$ cat config.mk
export PLATFORM = sky130hd
export DESIGN_NAME = ram_256x8_fifo_ctrl_flat
export DESIGN_NICKNAME = d
export VERILOG_FILES = /design/src/rtl/ram_256x8_fifo_ctrl_if.sv /design/src/rtl/ram_256x8_fifo_ctrl.sv /design/src/flat_wrapper.sv
export SDC_FILE = /design/constraint.sdc
export NUM_CORES = 1
export LEC_CHECK = 0
export ABC_AREA = 0
export BUFFER_PORTS_ARGS = -buffer_cell sky130_fd_sc_hd__buf_2
export CORE_ASPECT_RATIO = 1.75
export CORE_MARGIN = 3
export CORE_UTILIZATION = 58
export CTS_BUF_LIST = sky130_fd_sc_hd__clkbuf_4 sky130_fd_sc_hd__clkbuf_8
export CTS_CLUSTER_DIAMETER = 120
export CTS_CLUSTER_SIZE = 30
export DETAILED_ROUTE_END_ITERATION = 7
export PLACE_DENSITY = 0.87
export SYNTH_ARGS = -nofsm -noshare
export SYNTH_HDL_FRONTEND = slang
export SYNTH_SLANG_ARGS = --single-unit
$ cat constraint.sdc
create_clock -name nvdla_core_clk -period 9.2 [get_ports nvdla_core_clk]
set_input_delay 1.38 -clock nvdla_core_clk [delete_from_list [all_inputs] [get_ports nvdla_core_clk]]
set_output_delay 1.38 -clock nvdla_core_clk [all_outputs]
set_load 0.02 [all_outputs]
$ cat src/rtl/ram_256x8_fifo_ctrl_if.sv
// Requester, RAM-bank and power-handshake signals of the 256x8 FIFO controller.
// The controller takes the slave view; the requester/bench side takes the master view.
interface ram_256x8_fifo_ctrl_if;
    logic       wr_pvld;
    logic       wr_prdy;
    logic [7:0] wr_pd;
    logic       rd_pvld;
    logic       rd_prdy;
    logic [7:0] rd_pd;
    logic       ram_re;
    logic [7:0] ram_ra;
    logic       ram_we;
    logic [7:0] ram_wa;
    logic [7:0] ram_wd;
    logic [7:0] ram_rd;
    logic [7:0] ram_sleep_en;
    logic       ram_ret_en;
    logic       pwr_sleep_req;
    logic       pwr_sleep_ack;
    logic [8:0] ram_count;

    modport master (
        output wr_pvld, wr_pd, rd_prdy, ram_rd, pwr_sleep_req,
        input  wr_prdy, rd_pvld, rd_pd, ram_re, ram_ra, ram_we, ram_wa, ram_wd,
               ram_sleep_en, ram_ret_en, pwr_sleep_ack, ram_count
    );

    modport slave (
        input  wr_pvld, wr_pd, rd_prdy, ram_rd, pwr_sleep_req,
        output wr_prdy, rd_pvld, rd_pd, ram_re, ram_ra, ram_we, ram_wa, ram_wd,
               ram_sleep_en, ram_ret_en, pwr_sleep_ack, ram_count
    );
endinterface

$ cat src/rtl/ram_256x8_fifo_ctrl.sv
// FIFO controller for one 256x8 dual-port RAM bank with a 2-entry output buffer
// and a run/drain/retention/wake power sequencer.
module ram_256x8_fifo_ctrl #(
    parameter int WAKE_CYC = 2
) (
    input  logic                         nvdla_core_clk,
    input  logic                         nvdla_core_rstn,
    ram_256x8_fifo_ctrl_if.slave         bus
);

    localparam logic [1:0] ST_RUN   = 2'd0;
    localparam logic [1:0] ST_DRAIN = 2'd1;
    localparam logic [1:0] ST_RET   = 2'd2;
    localparam logic [1:0] ST_WAKE  = 2'd3;

    logic [1:0] state_reg;
    logic [1:0] state_next;
    logic [7:0] wptr_reg;
    logic [7:0] rptr_reg;
    logic [8:0] count_reg;
    logic [8:0] count_next;
    logic       inflight_reg;
    logic [1:0] out_cnt_reg;
    logic [1:0] out_cnt_next;
    logic       out_head_reg;
    logic [3:0] wake_cnt_reg;
    logic       wr_prdy_reg;

    logic       push;
    logic       pop;
    logic       issue;
    logic       capture;
    logic       wake_done;
    logic       buf_wr_idx;
    logic [1:0] occupancy;
    logic [7:0] buf_data [2];

    assign pop       = (out_cnt_reg != 2'd0) && bus.rd_prdy;
    assign push      = bus.wr_pvld && wr_prdy_reg && (state_reg == ST_RUN);
    assign capture   = inflight_reg;
    assign occupancy = out_cnt_reg + {1'b0, inflight_reg};

    // Only issue when the landing slot is guaranteed: a pop this cycle frees one.
    assign issue = (state_reg == ST_RUN) && (count_reg != 9'd0) &&
                   ((occupancy < 2'd2) || ((occupancy == 2'd2) && pop));

    assign count_next   = count_reg + {8'd0, push} - {8'd0, issue};
    assign out_cnt_next = out_cnt_reg + {1'b0, capture} - {1'b0, pop};
    assign wake_done    = (wake_cnt_reg == 4'(WAKE_CYC - 1));

    // Capture slot is the one just behind the current tail of the buffer.
    assign buf_wr_idx = out_head_reg ^ out_cnt_reg[0];

    always_comb begin
        state_next = state_reg;
        case (state_reg)
            ST_RUN:   if (bus.pwr_sleep_req) state_next = issue ? ST_DRAIN : ST_RET;
            ST_DRAIN: state_next = ST_RET;
            ST_RET:   if (!bus.pwr_sleep_req) state_next = ST_WAKE;
            ST_WAKE:  if (wake_done) state_next = ST_RUN;
            default:  state_next = ST_RUN;
        endcase
    end

    always_ff @(posedge nvdla_core_clk or negedge nvdla_core_rstn) begin
        if (!nvdla_core_rstn) begin
            state_reg    <= ST_RUN;
            wptr_reg     <= 8'd0;
            rptr_reg     <= 8'd0;
            count_reg    <= 9'd0;
            inflight_reg <= 1'b0;
            out_cnt_reg  <= 2'd0;
            out_head_reg <= 1'b0;
            wake_cnt_reg <= 4'd0;
            wr_prdy_reg  <= 1'b0;
        end else begin
            state_reg    <= state_next;
            wptr_reg     <= wptr_reg + {7'd0, push};
            rptr_reg     <= rptr_reg + {7'd0, issue};
            count_reg    <= count_next;
            inflight_reg <= issue;
            out_cnt_reg  <= out_cnt_next;
            out_head_reg <= out_head_reg ^ pop;
            wake_cnt_reg <= (state_reg == ST_WAKE) ? wake_cnt_reg + 4'd1 : 4'd0;
            wr_prdy_reg  <= (state_next == ST_RUN) && (count_next != 9'd256);
        end
    end

    generate
        for (genvar gi = 0; gi < 2; gi++) begin : g_out_buf
            logic [7:0] data_reg;

            always_ff @(posedge nvdla_core_clk or negedge nvdla_core_rstn) begin
                if (!nvdla_core_rstn) begin
                    data_reg <= 8'd0;
                end else if (capture && (buf_wr_idx == 1'(gi))) begin
                    data_reg <= bus.ram_rd;
                end
            end

            assign buf_data[gi] = data_reg;
        end
    endgenerate

    assign bus.wr_prdy       = wr_prdy_reg;
    assign bus.rd_pvld       = (out_cnt_reg != 2'd0);
    assign bus.rd_pd         = buf_data[out_head_reg];
    assign bus.ram_re        = issue;
    assign bus.ram_ra        = rptr_reg;
    assign bus.ram_we        = push;
    assign bus.ram_wa        = wptr_reg;
    assign bus.ram_wd        = push ? bus.wr_pd : 8'd0;
    assign bus.ram_sleep_en  = (state_reg == ST_RET) ? 8'hFF : 8'h00;
    assign bus.ram_ret_en    = (state_reg == ST_RET);
    assign bus.pwr_sleep_ack = (state_reg == ST_RET);
    assign bus.ram_count     = count_reg;

endmodule

$ cat src/flat_wrapper.sv
// flat-port wrapper written by rule: the top's interface ports become plain ports
module ram_256x8_fifo_ctrl_flat 
#(
    parameter int WAKE_CYC = 2
)
  (nvdla_core_clk, nvdla_core_rstn, bus_wr_pvld, bus_wr_pd, bus_rd_prdy, bus_ram_rd, bus_pwr_sleep_req, bus_wr_prdy, bus_rd_pvld, bus_rd_pd, bus_ram_re, bus_ram_ra, bus_ram_we, bus_ram_wa, bus_ram_wd, bus_ram_sleep_en, bus_ram_ret_en, bus_pwr_sleep_ack, bus_ram_count);
  ram_256x8_fifo_ctrl_if bus_i ();
  input  logic nvdla_core_clk;
  input  logic nvdla_core_rstn;
  input wire logic [$bits(bus_i.wr_pvld)-1:0] bus_wr_pvld;
  input wire logic [$bits(bus_i.wr_pd)-1:0] bus_wr_pd;
  input wire logic [$bits(bus_i.rd_prdy)-1:0] bus_rd_prdy;
  input wire logic [$bits(bus_i.ram_rd)-1:0] bus_ram_rd;
  input wire logic [$bits(bus_i.pwr_sleep_req)-1:0] bus_pwr_sleep_req;
  output wire logic [$bits(bus_i.wr_prdy)-1:0] bus_wr_prdy;
  output wire logic [$bits(bus_i.rd_pvld)-1:0] bus_rd_pvld;
  output wire logic [$bits(bus_i.rd_pd)-1:0] bus_rd_pd;
  output wire logic [$bits(bus_i.ram_re)-1:0] bus_ram_re;
  output wire logic [$bits(bus_i.ram_ra)-1:0] bus_ram_ra;
  output wire logic [$bits(bus_i.ram_we)-1:0] bus_ram_we;
  output wire logic [$bits(bus_i.ram_wa)-1:0] bus_ram_wa;
  output wire logic [$bits(bus_i.ram_wd)-1:0] bus_ram_wd;
  output wire logic [$bits(bus_i.ram_sleep_en)-1:0] bus_ram_sleep_en;
  output wire logic [$bits(bus_i.ram_ret_en)-1:0] bus_ram_ret_en;
  output wire logic [$bits(bus_i.pwr_sleep_ack)-1:0] bus_pwr_sleep_ack;
  output wire logic [$bits(bus_i.ram_count)-1:0] bus_ram_count;
  assign bus_i.wr_pvld = bus_wr_pvld;
  assign bus_i.wr_pd = bus_wr_pd;
  assign bus_i.rd_prdy = bus_rd_prdy;
  assign bus_i.ram_rd = bus_ram_rd;
  assign bus_i.pwr_sleep_req = bus_pwr_sleep_req;
  assign bus_wr_prdy = bus_i.wr_prdy;
  assign bus_rd_pvld = bus_i.rd_pvld;
  assign bus_rd_pd = bus_i.rd_pd;
  assign bus_ram_re = bus_i.ram_re;
  assign bus_ram_ra = bus_i.ram_ra;
  assign bus_ram_we = bus_i.ram_we;
  assign bus_ram_wa = bus_i.ram_wa;
  assign bus_ram_wd = bus_i.ram_wd;
  assign bus_ram_sleep_en = bus_i.ram_sleep_en;
  assign bus_ram_ret_en = bus_i.ram_ret_en;
  assign bus_pwr_sleep_ack = bus_i.pwr_sleep_ack;
  assign bus_ram_count = bus_i.ram_count;
  ram_256x8_fifo_ctrl #(.WAKE_CYC(WAKE_CYC)) u_core (.nvdla_core_clk(nvdla_core_clk), .nvdla_core_rstn(nvdla_core_rstn), .bus(bus_i));
endmodule
==> summary.txt, run 1 <==
STA
  – TNS Setup: 0 ns
  – Unrepaired setup endpoints after global routing: no
  – Final Cycle Share: 41.8%
  – Slew HR: a little over a quarter
  – Slew @ Worst Pin: 1.10 ns
  – Final min period: between 3 and 4 ns
  – Worst Skew: around 0.016 ns
  – Max Fclk: roughly 0.26 GHz
  – Final hold violations: 0
  – Count of final setup violators: 0
  – Slew Limit Fails: 0

Cells and area
  – Filler instances: about 320
  – Commonest non-fill, non-tap cells in the layout: 75 x buf_2, 52 x dfrtp_1, 24 x mux2_2, 21 x inv_1, 20 x ha_1
  – Area Overhead vs Synth: 18.1%
  – Largest register FFs: 16
  – Layout cells sized above 1: a little under two fifths
  – Util after Layout: 72.2%
  – Most common cell after layout, fill and taps aside: buf_2
  – Flip-flop and latch area: between 1000 and 1500 sq um
  – Diode count: 0
  – Non-filler instance count after layout: between 300 and 400
  – NumNets Final: 350
  – Multi-input logic area: between 1000 and 1500 sq um

Detailed routing
  – # DRC: 0
  – Drt via density: between 5 and 6
  – Wirelength, routed: roughly 5700 um
  – DRT iter0 DRCs: between 40 and 50
  – DR pass1 iterations: 4
  – Wire length per cell: about 16 um
  – Vias: between 1,500 and 2,000
  – DRT antenna net count: 0

Placement
  – # port buffers: 75
  – Dpl cells: about 350
  – Global placer's final weighted congestion: between 0.9 and 1
  – Detailed Place HPWL: about 4500 um

Clock tree
  – H-tree Lvls: 2
  – Clock buffer depth: 2
  – # Post-CTS Setup Buffers: 0
  – Hold buffer count at CTS: 0
  – Num Clock Sinks: 52
  – Clock latency on the worst-skew pair: between 0.3 and 0.4 ns
  – Clock transition at path regs: ~0.10 ns
  – CTS resizes: 0
  – Root Buffer: clkbuf_8
  – Cts bufs inserted: 5
  – CTS tree: done

GRT
  – Total GRT Usage: a little over a fifth
  – First-pass GRT wire length: 9420 um
  – GRT overflow: 0
  – Vias in the first global route: between 2,000 and 2,500
  – Initial antenna violation count: 0
  – Largest net degree at the start of global routing: 53

Logic synthesis
  – Simple-Gate Fraction of Synth Area: about an eighth
  – Cell count after synthesis: 238
  – Post-synth top flop: dfrtp_1
  – Multiplexer share of the synthesized area: approximately a tenth
  – Async S/R FF share, synth: 100%
  – Syn Area/Cell: between 10 and 15 sq um
  – Main combinational cell family by area after synthesis: simple AND/OR/NAND/NOR gates
  – Netlist cell types: 39
  – Net count after synthesis: 280
  – Post-synthesis xor/xnor area fraction: under 10%
  – Post-Synthesis Cell Area: approximately 2700 sq um
  – Register area share after synthesis: between 40% and 50%
  – Post-synthesis compound-gate area fraction: 6.34%
  – Adder-Cell Fraction of Synth Area: 9.86%
  – Yosys warns: 0
  – Post-synth EDFFs: 0
  – Register bit total from synthesis: 52

Floorplan
  – Full die area: between 5000 and 6000 sq um
  – Die Span Y: 96.9 um
  – # IOs: 76
  – Initial Util: about three fifths
  – Row Count: 32
  – Die W: between 50 and 60 um
  – Core area: 4480 sq um

Worst setup path
  – Worst-path maximum fanout: 6
  – CP Data Required Time: 9.38 ns
  – Worst path slowest cell: fa_1
  – Crit path launch type: input pin
  – Crit path capture type: flip-flop
  – Crit path cell chain: buf_2 > a211oi_1 > a21oi_1 > and3_1 > ha_1 > inv_1 > ha_1 > inv_1 > fa_1 > nand2b_1 > a21oi_1 > xor2_1 > nor4b_2 > a41oi_1
  – Setup Crit Path Kind: in2reg
  – Worst Path Arrival: between 4 and 5 ns
  – Slowest stage delay, CP: roughly 0.4 ns

Status
  – Outcome: finished, final reports clean

Min path
  – Worst Hold Class: reg2reg

Run
  – MaxCap Viol Count: 0

Power and ir drop
  – Power Dens Cells: 408 nW/um^2
  – Worst vdd ir: 0.321 mV
  – Static Leak: 0.00168 uW
-- logic make-up (layout without fill, tap and decap cells) --
family / count (synthesis) / count (layout)
AOI/OAI and AO/OA: 22 / 22
xor gates and xnor gates: 24 / 24
adders and majority gates: 21 / 21
buffers and inverters: 33 / 104
DFF: 52 / 52
muxes: 25 / 25
and+or+nand+nor: 61 / 61
-- cell usage after synthesis (2+ instances only) --
cell / n / area (sq um)
a211oi_1: 3 / 22.5
a21o_2: 2 / 17.5
a21oi_1: 6 / 30.0
a311oi_1: 2 / 17.5
and2_1: 9 / 56.3
and3_1: 4 / 25.0
and4_1: 2 / 17.5
buf_2: 2 / 10.0
buf_4: 9 / 67.6
dfrtp_1: 52 / 1300
ha_1: 20 / 250
inv_1: 21 / 78.8
mux2_2: 24 / 270
nand2_1: 8 / 30.0
nand2b_1: 5 / 31.3
nand3_1: 5 / 25.0
nand3b_1: 2 / 15.0
nand4_1: 2 / 12.5
nor2_1: 12 / 45.0
nor2b_1: 2 / 12.5
nor3_1: 4 / 20.0
nor3b_1: 2 / 15.0
o21ai_0: 2 / 10.0
xnor2_1: 16 / 140
xor2_1: 8 / 70.1
-- layer usage --
| metal | part of all wire, % | GRT usage, % | vias to the layer above | wire length [um] |
|---|---|---|---|---|
| met2 | 58 | 40.5 | 54 | 3280 |
| met1 | 35 | 22.3 | 970 | 1970 |
| li1 | - | - | 940 | - |
| met3 | 5.7 | 5.21 | 9 | 321 |
| met4 | 2.0 | 8.21 | 0 | 112 |
| met5 | 0 | 0 | - | 0 |
-- stage by stage --
step | cell area, sq um | setup WS, ns | total power (uW) | hold WS, ns
3_3_place_gp | 3100 | 5.17 | 1110 | 0.458
4_1_cts | 3240 | 5.35 | 1330 | 0.475
2_1_floorplan | 2740 | 5.32 | 960 | 0.460
5_1_grt | 3240 | 5.15 | 1420 | 0.488
6_report | 3240 | 5.35 | 1320 | 0.471
3_5_place_dp | 3100 | 5.03 | 1140 | 0.459
-- cell type report --
class	count	area share, %
Tap cell	51	1.97
Clock buffer	5	2.13
Timing Repair Buffer	75	11.6
Inverter	21	2.44
Multi-Input combinational cell	153	39.5
Clock inverter	3	2.13
Sequential cell	52	40.2
-- critical path: cells and delay by family --
kind / cells / cell delay [ns]
fa+ha+maj: 3 / 0.91
simple gates: 3 / 0.72
compound gates: 4 / 0.64
buf+inv: 3 / 0.25
xor+xnor: 1 / 0.14
-- report_power, final --
| group | leakage [uW] | switching [uW] | internal (uW) |
|---|---|---|---|
| Sequential | 0.000645 | 78.7 | 323 |
| Combinational | 0.000961 | 429 | 304 |
| Clock | 0.0000687 | 76.3 | 109 |
| Total | 0.00168 | 584 | 736 |
-- worst paths after layout --
check	startpoint	endpoint	slack [ns]	cells after the start
max	bus_rd_prdy	u_core.bus.wr_prdy	5.35	14
min	u_core.bus.ram_ra[7]	u_core.bus.ram_ra[7]	0.47	1
max reg2reg	u_core.bus.ram_count[4]	u_core.bus.wr_prdy	5.60	15
min reg2reg	u_core.bus.ram_ra[7]	u_core.bus.ram_ra[7]	0.47	1
max in group asynchronous	nvdla_core_rstn	u_core.bus.ram_wa[0]	7.25	1
min in group asynchronous	nvdla_core_rstn	u_core.bus.ram_ra[6]	1.27	1
(Power assumes the default switching activity.)
==> run 2, diff against run 1 <==
- CORE_UTILIZATION: 58 -> 54
- PLACE_DENSITY: 0.87 -> 0.82
- clock period: 9.2 -> 4 ns (I/O delays scaled with it)
==> run 2 against run 1 <==
- die area up 6.8%
- non-clock buffer count unchanged
- highest routed layer unchanged
- via count down 1.9%
- power up 130%
- sequential power up 130%
- sequential cell count unchanged
- largest power group unchanged
- first-iteration DRC count up 6.1%
==> summary.txt, run 2 (synthesis results as in run 1) <==
Placement
  – Placed cell area: a little over 3000 sq um
  – Detailed Place HPWL: about 4400 um
  – Global placer's final weighted congestion: 0.880
  – # port buffers: 75

Worst setup path
  – Worst R2R Path Depth: 15
  – Worst path slowest cell: dfrtp_1
  – Slowest stage delay, CP: between 0.4 and 0.5 ns
  – Crit path launch type: flip-flop
  – Total stage count of the critical path: 15
  – Cell family contributing the most delay on the critical path: adder cells
  – Setup Crit Path Kind: reg2reg
  – Worst-path maximum fanout: 6
  – Crit path cell chain: ha_1 > inv_1 > a211oi_1 > a21oi_1 > and3_1 > ha_1 > inv_1 > ha_1 > inv_1 > fa_1 > nand2b_1 > a21o_2 > a41o_1 > nor2_1 > a41oi_1
  – Buffers plus inverters on the worst setup path: 3
  – Worst Path Arrival: roughly 3.5 ns
  – Crit path capture type: flip-flop
  – Worst R2R Setup Slack: around 0.66 ns
  – CP Data Required Time: between 4 and 5 ns

Cells and area
  – NumNets Final: 350
  – Layout cells sized above 1: a little under two fifths
  – Commonest non-fill, non-tap cells in the layout: 75 x buf_2, 52 x dfrtp_1, 24 x mux2_2, 21 x inv_1, 20 x ha_1
  – Largest register FFs: 16
  – Most common cell after layout, fill and taps aside: buf_2
  – Diode count: 0
  – Design area: between 3000 and 4000 sq um
  – Area Overhead vs Synth: 17.2%

Clock tree
  – H-tree Lvls: 2
  – CTS tree: done
  – Cts bufs inserted: 5
  – CTS resizes: 0
  – Hold buffer count at CTS: 0
  – Clock latency on the worst-skew pair: approximately 0.3 ns
  – Num Clock Sinks: 52
  – Clock buffer depth: 2
  – Root Buffer: clkbuf_8
  – # Post-CTS Setup Buffers: 0
  – Clock transition at path regs: around 0.090 ns

Detailed routing
  – Wirelength, routed: ~5400 um
  – DRT antenna net count: 0
  – Vias: 1,935
  – Wire length per cell: about 15 um
  – DR pass1 iterations: 4
  – # DRC: 0
  – Drt via density: about 5.4
  – DRT iter0 DRCs: 52

Run
  – MaxCap Viol Count: 0

STA
  – Max Fclk: 0.300 GHz
  – Slew @ Worst Pin: around 1.1 ns
  – Slew HR: between 20% and 30%
  – Final Cycle Share: 83.4%
  – Final hold violations: 0
  – Count of final setup violators: 0
  – TNS Setup: 0 ns
  – Final min period: between 3 and 4 ns
  – Worst Skew: between 0.009 and 0.01 ns
  – Slew Limit Fails: 0
  – Unrepaired setup endpoints after global routing: no

GRT
  – Initial antenna violation count: 0
  – Vias in the first global route: approximately 2,000
  – First-pass GRT wire length: ~9000 um
  – Largest net degree at the start of global routing: 53
  – Total GRT Usage: about a fifth
  – GRT overflow: 0

Power and ir drop
  – Power Dens Cells: ~900 nW/um^2
  – Static Leak: ~0.0017 uW
  – Worst vdd ir: between 0.6 and 0.7 mV

Floorplan
  – # IOs: 76
  – Initial Util: ~57%
  – Full die area: about 6000 sq um
  – Core area: 4790 sq um
  – Die W: between 50 and 60 um
  – Die Span Y: ~100 um
  – Row Count: 33

Status
  – Outcome: finished, final reports clean

Min path
  – Worst Hold Class: reg2reg
  – Cell count of the worst hold path: 1
==> run 2: changes by cell type in the layout (fill, tap and decap cells not counted), sizes merged <==
cell and change:
bufinv -1, clkbuf +1, clkinv +1, inv -1
==> run 2: area by class of cell <==
cell class / count / area [sq um]
tap: 52 / 65.1
timing repair buffer: 75 / 375
clock buffer: 6 / 76.3
clock inverter: 2 / 35.0
fill: 396 / 1580
multi-input combinational: 153 / 1280
sequential: 52 / 1300
inverter: 21 / 78.8
==> run 2: layer usage <==
metal | global-route usage [%] | wire length (um) | up-vias
met4 | 11.1 | 246 | 0
met5 | 0 | 0 | -
li1 | - | - | 939
met3 | 4.76 | 316 | 19
met1 | 19.5 | 1940 | 916
met2 | 35.7 | 2920 | 61
==> run 2: where the power goes <==
part | leakage (uW) | total, uW | switching (uW) | internal, uW
logic | 0.000961 | 1710 | 1010 | 695
clock network | 0.0000586 | 356 | 163 | 193
registers | 0.000645 | 907 | 164 | 743
==> run 2: metrics by stage <==
step / power (uW) / worst slack (ns) / utilization, % / instances / hold WS, ns
after global routing: 3190 / 0.336 / 67.1 / 361 / 0.514
final: 2970 / 0.664 / 67.1 / 361 / 0.491
after detailed placement: 2630 / 0.641 / 64.7 / 353 / 0.486
after global placement: 2580 / 0.728 / 64.7 / 353 / 0.456
after CTS: 2990 / 0.634 / 67.1 / 361 / 0.499
after floorplan: 2210 / 0.734 / - / 238 / 0.304
==> run 2: worst reg2reg max path, cell delays in order, from the launching register on <==
cell	delay [ns]
dfrtp_1	0.42
ha_1	0.28
inv_1	0.06
a211oi_1	0.22
a21oi_1	0.06
and3_1	0.24
ha_1	0.31
inv_1	0.05
ha_1	0.19
inv_1	0.07
fa_1	0.40
nand2b_1	0.18
a21o_2	0.22
a41o_1	0.24
nor2_1	0.16
a41oi_1	0.14
==> run 2: path summary, 6_finish.rpt <==
| check | from | endpoint |
|---|---|---|
| worst max-delay path | u_core.out_cnt_reg[0] | u_core.bus.wr_prdy |
| worst max register to register | u_core.out_cnt_reg[0] | u_core.bus.wr_prdy |
| min in group asynchronous | nvdla_core_rstn | u_core.bus.ram_ra[6] |
| worst min-delay path | u_core.bus.ram_ra[7] | u_core.bus.ram_ra[7] |
| max in group asynchronous | nvdla_core_rstn | u_core.bus.ram_wa[6] |
| worst min register to register | u_core.bus.ram_ra[7] | u_core.bus.ram_ra[7] |
==> run 3, diff against run 2 <==
- CORE_UTILIZATION: 54 -> 49
- PLACE_DENSITY: 0.82 -> 0.79
- clock period: 4 -> 3 ns (I/O delays scaled with it)
==> run 3 against run 2 <==
- clock skew is 0.0018 ns lower
- hold slack worse by 0.32 ns
- setup slack worse by 0.63 ns
- combinational power is 56% higher
- clock power is 34% higher
- critical path depth stayed put
- critical path type unchanged
- sequential cell count stayed put
==> summary.txt, run 3 (synthesis results as in run 1) <==
Status
  – Outcome: finished, final reports clean

Run
  – MaxCap Viol Count: 0

Power and ir drop
  – Logic gate share of total power: 61.1%
  – Static Leak: ~0.0017 uW
  – Sw frac: 44.3%
  – Internal Power: about 2400 uW
  – Seq pwr share: between 20 and 30%
  – Design Power: between 4000 and 5000 uW
  – Worst vdd ir: 0.904 mV
  – NetSw: roughly 1900 uW
  – Power Dens Cells: 1250 nW/um^2
  – Clock group share of total power: between 10% and 20%

GRT
  – GRT overflow: 0
  – First-pass GRT wire length: around 9200 um
  – M3 GR Usage: 3.66%
  – Initial antenna violation count: 0
  – Total GRT Usage: 17.7%
  – Vias in the first global route: ~2,100
  – Largest net degree at the start of global routing: 32
  – Met1 GRT Util: 16.3%
  – Met2 usage: a little over a third
  – GR peak layer: met2

Clock tree
  – H-tree Lvls: 2
  – Clock buffer depth: 2
  – Clock transition at path regs: ~0.09 ns
  – Cts bufs inserted: 5
  – CTS tree: done
  – Clock latency on the worst-skew pair: 0.30 ns
  – Root Buffer: clkbuf_8
  – Num Clock Sinks: 52

STA
  – Hold WS: 0.167 ns
  – Unrepaired setup endpoints after global routing: yes
  – Final Cycle Share: between 90% and 100%
  – Max Fclk: between 0.3 and 0.4 GHz
  – Slew Limit Fails: 0
  – Slew HR: roughly 56%
  – Final hold violations: 0
  – TNS Setup: 0 ns
  – Count of final setup violators: 0
  – Slew @ Worst Pin: around 0.66 ns
  – Worst Skew: between 0.007 and 0.008 ns
  – Final min period: 2.96 ns

Cells and area
  – Largest register FFs: 16
  – Design area: 3470 sq um
  – Most common cell after layout, fill and taps aside: buf_2
  – Layout cells sized above 1: approximately 47%
  – Area Overhead vs Synth: 26.4%
  – NumNets Final: between 300 and 400
  – Diode count: 0
  – Commonest non-fill, non-tap cells in the layout: 75 x buf_2, 48 x dfrtp_1, 24 x mux2_2, 17 x ha_1

Worst setup path
  – Worst path slowest cell: dfrtp_1
  – CP Data Required Time: between 3 and 4 ns
  – Crit path launch type: flip-flop
  – Setup Crit Path Kind: reg2reg
  – Slowest stage delay, CP: between 0.4 and 0.5 ns
  – Critical path launch point: u_core.out_cnt_reg[0]
  – R2R Path Start: u_core.out_cnt_reg[0]
  – Crit path capture type: flip-flop
  – Crit path cell chain: ha_4 > inv_4 > a211oi_2 > a21oi_1 > and3_4 > ha_4 > inv_4 > ha_4 > inv_2 > fa_2 > nand2b_4 > a21o_2 > a211oi_2 > nor2_2 > a41oi_1
  – Worst-path maximum fanout: 3
  – CP dominant cell by count: ha_4
  – Worst Path Arrival: ~3.2 ns

Placement
  – # port buffers: 75
  – Detailed Place HPWL: ~4500 um
  – Placed cell area: 3250 sq um
  – Global placer's final weighted congestion: 0.810

Floorplan
  – Die Span Y: 105 um
  – Core area: 5340 sq um
  – # IOs: 76
  – Full die area: between 6000 and 7000 sq um
  – Die W: 62.5 um
  – Row Count: 35
  – Initial Util: 51.3%

Detailed routing
  – # DRC: 0
  – DR pass1 iterations: 4
  – Wirelength, routed: between 5000 and 6000 um
  – DRT antenna net count: 0
  – DRT iter0 DRCs: 30
  – Wire length per cell: roughly 15 um
  – Vias: between 2,000 and 2,500
  – Drt via density: a little over 5

Min path
  – Worst Hold Class: in2async
## run 3: routing by layer
metal / up-vias / wire length, um
met5: - / 0
met4: 0 / 165
met3: 17 / 261
met2: 69 / 3480
met1: 973 / 1900
li1: 970 / -
## run 3: through the flow
step / instances / worst slack [ns] / utilization, %
6_report: 399 / 0.0385 / 64.9
5_1_grt: 399 / -0.123 / 64.9
4_1_cts: 397 / 0.00429 / 63.8
3_5_place_dp: 386 / -0.0931 / 60.8
3_3_place_gp: 386 / -0.0522 / 60.8
2_1_floorplan: 238 / 0.0219 / -
## run 3: power by group through the flow
stage	Clock [uW]	Combinational [uW]	Sequential (uW)
floorplan	0	1690	1300
global placement	0	2380	1200
detailed placement	0	2420	1220
CTS	484	2530	1210
global route	515	2880	1250
finish	478	2660	1210
## run 3: final cells by class
type	count	area, sq um
multi-input combinational	153	1380
clock buffer	6	76.3
inverter	21	83.8
timing repair buffer	91	495
tap	74	92.6
fill	468	1880
clock inverter	2	35.0
sequential	52	1310
## run 3: path summary, 6_finish.rpt
check / to / slack, ns / cells after the start
max: u_core.bus.wr_prdy / 0.04 / 15
min: u_core.g_out_buf[0].data_reg[5] / 0.17 / 1
max reg2reg: u_core.bus.wr_prdy / 0.04 / 15
min reg2reg: u_core.bus.ram_wa[7] / 0.47 / 1
max in group asynchronous: u_core.bus.ram_count[3] / 2.19 / 2
min in group nvdla_core_clk: u_core.g_out_buf[0].data_reg[7] / 0.39 / 2
## run 3: critical path: cells and delay by family, from the launching register on
kind | cells | cell delay, ns
flip-flops | 1 | 0.42
buffers and inverters | 3 | 0.11
AO/OA/AOI/OAI | 5 | 0.94
adder cells (fa/ha/maj) | 4 | 0.96
AND/OR/NAND/NOR | 3 | 0.44
## run 3: repair_timing
item / in CTS / in global routing
setup endpoints to repair: 2 / 3
buffers inserted: 3 / 2
gates resized for setup: 6 / 8
gates cloned: 0 / 0
pin swaps: 9 / 10
hold buffers: 0 / 0
endpoints found under the hold margin: 0 / 0
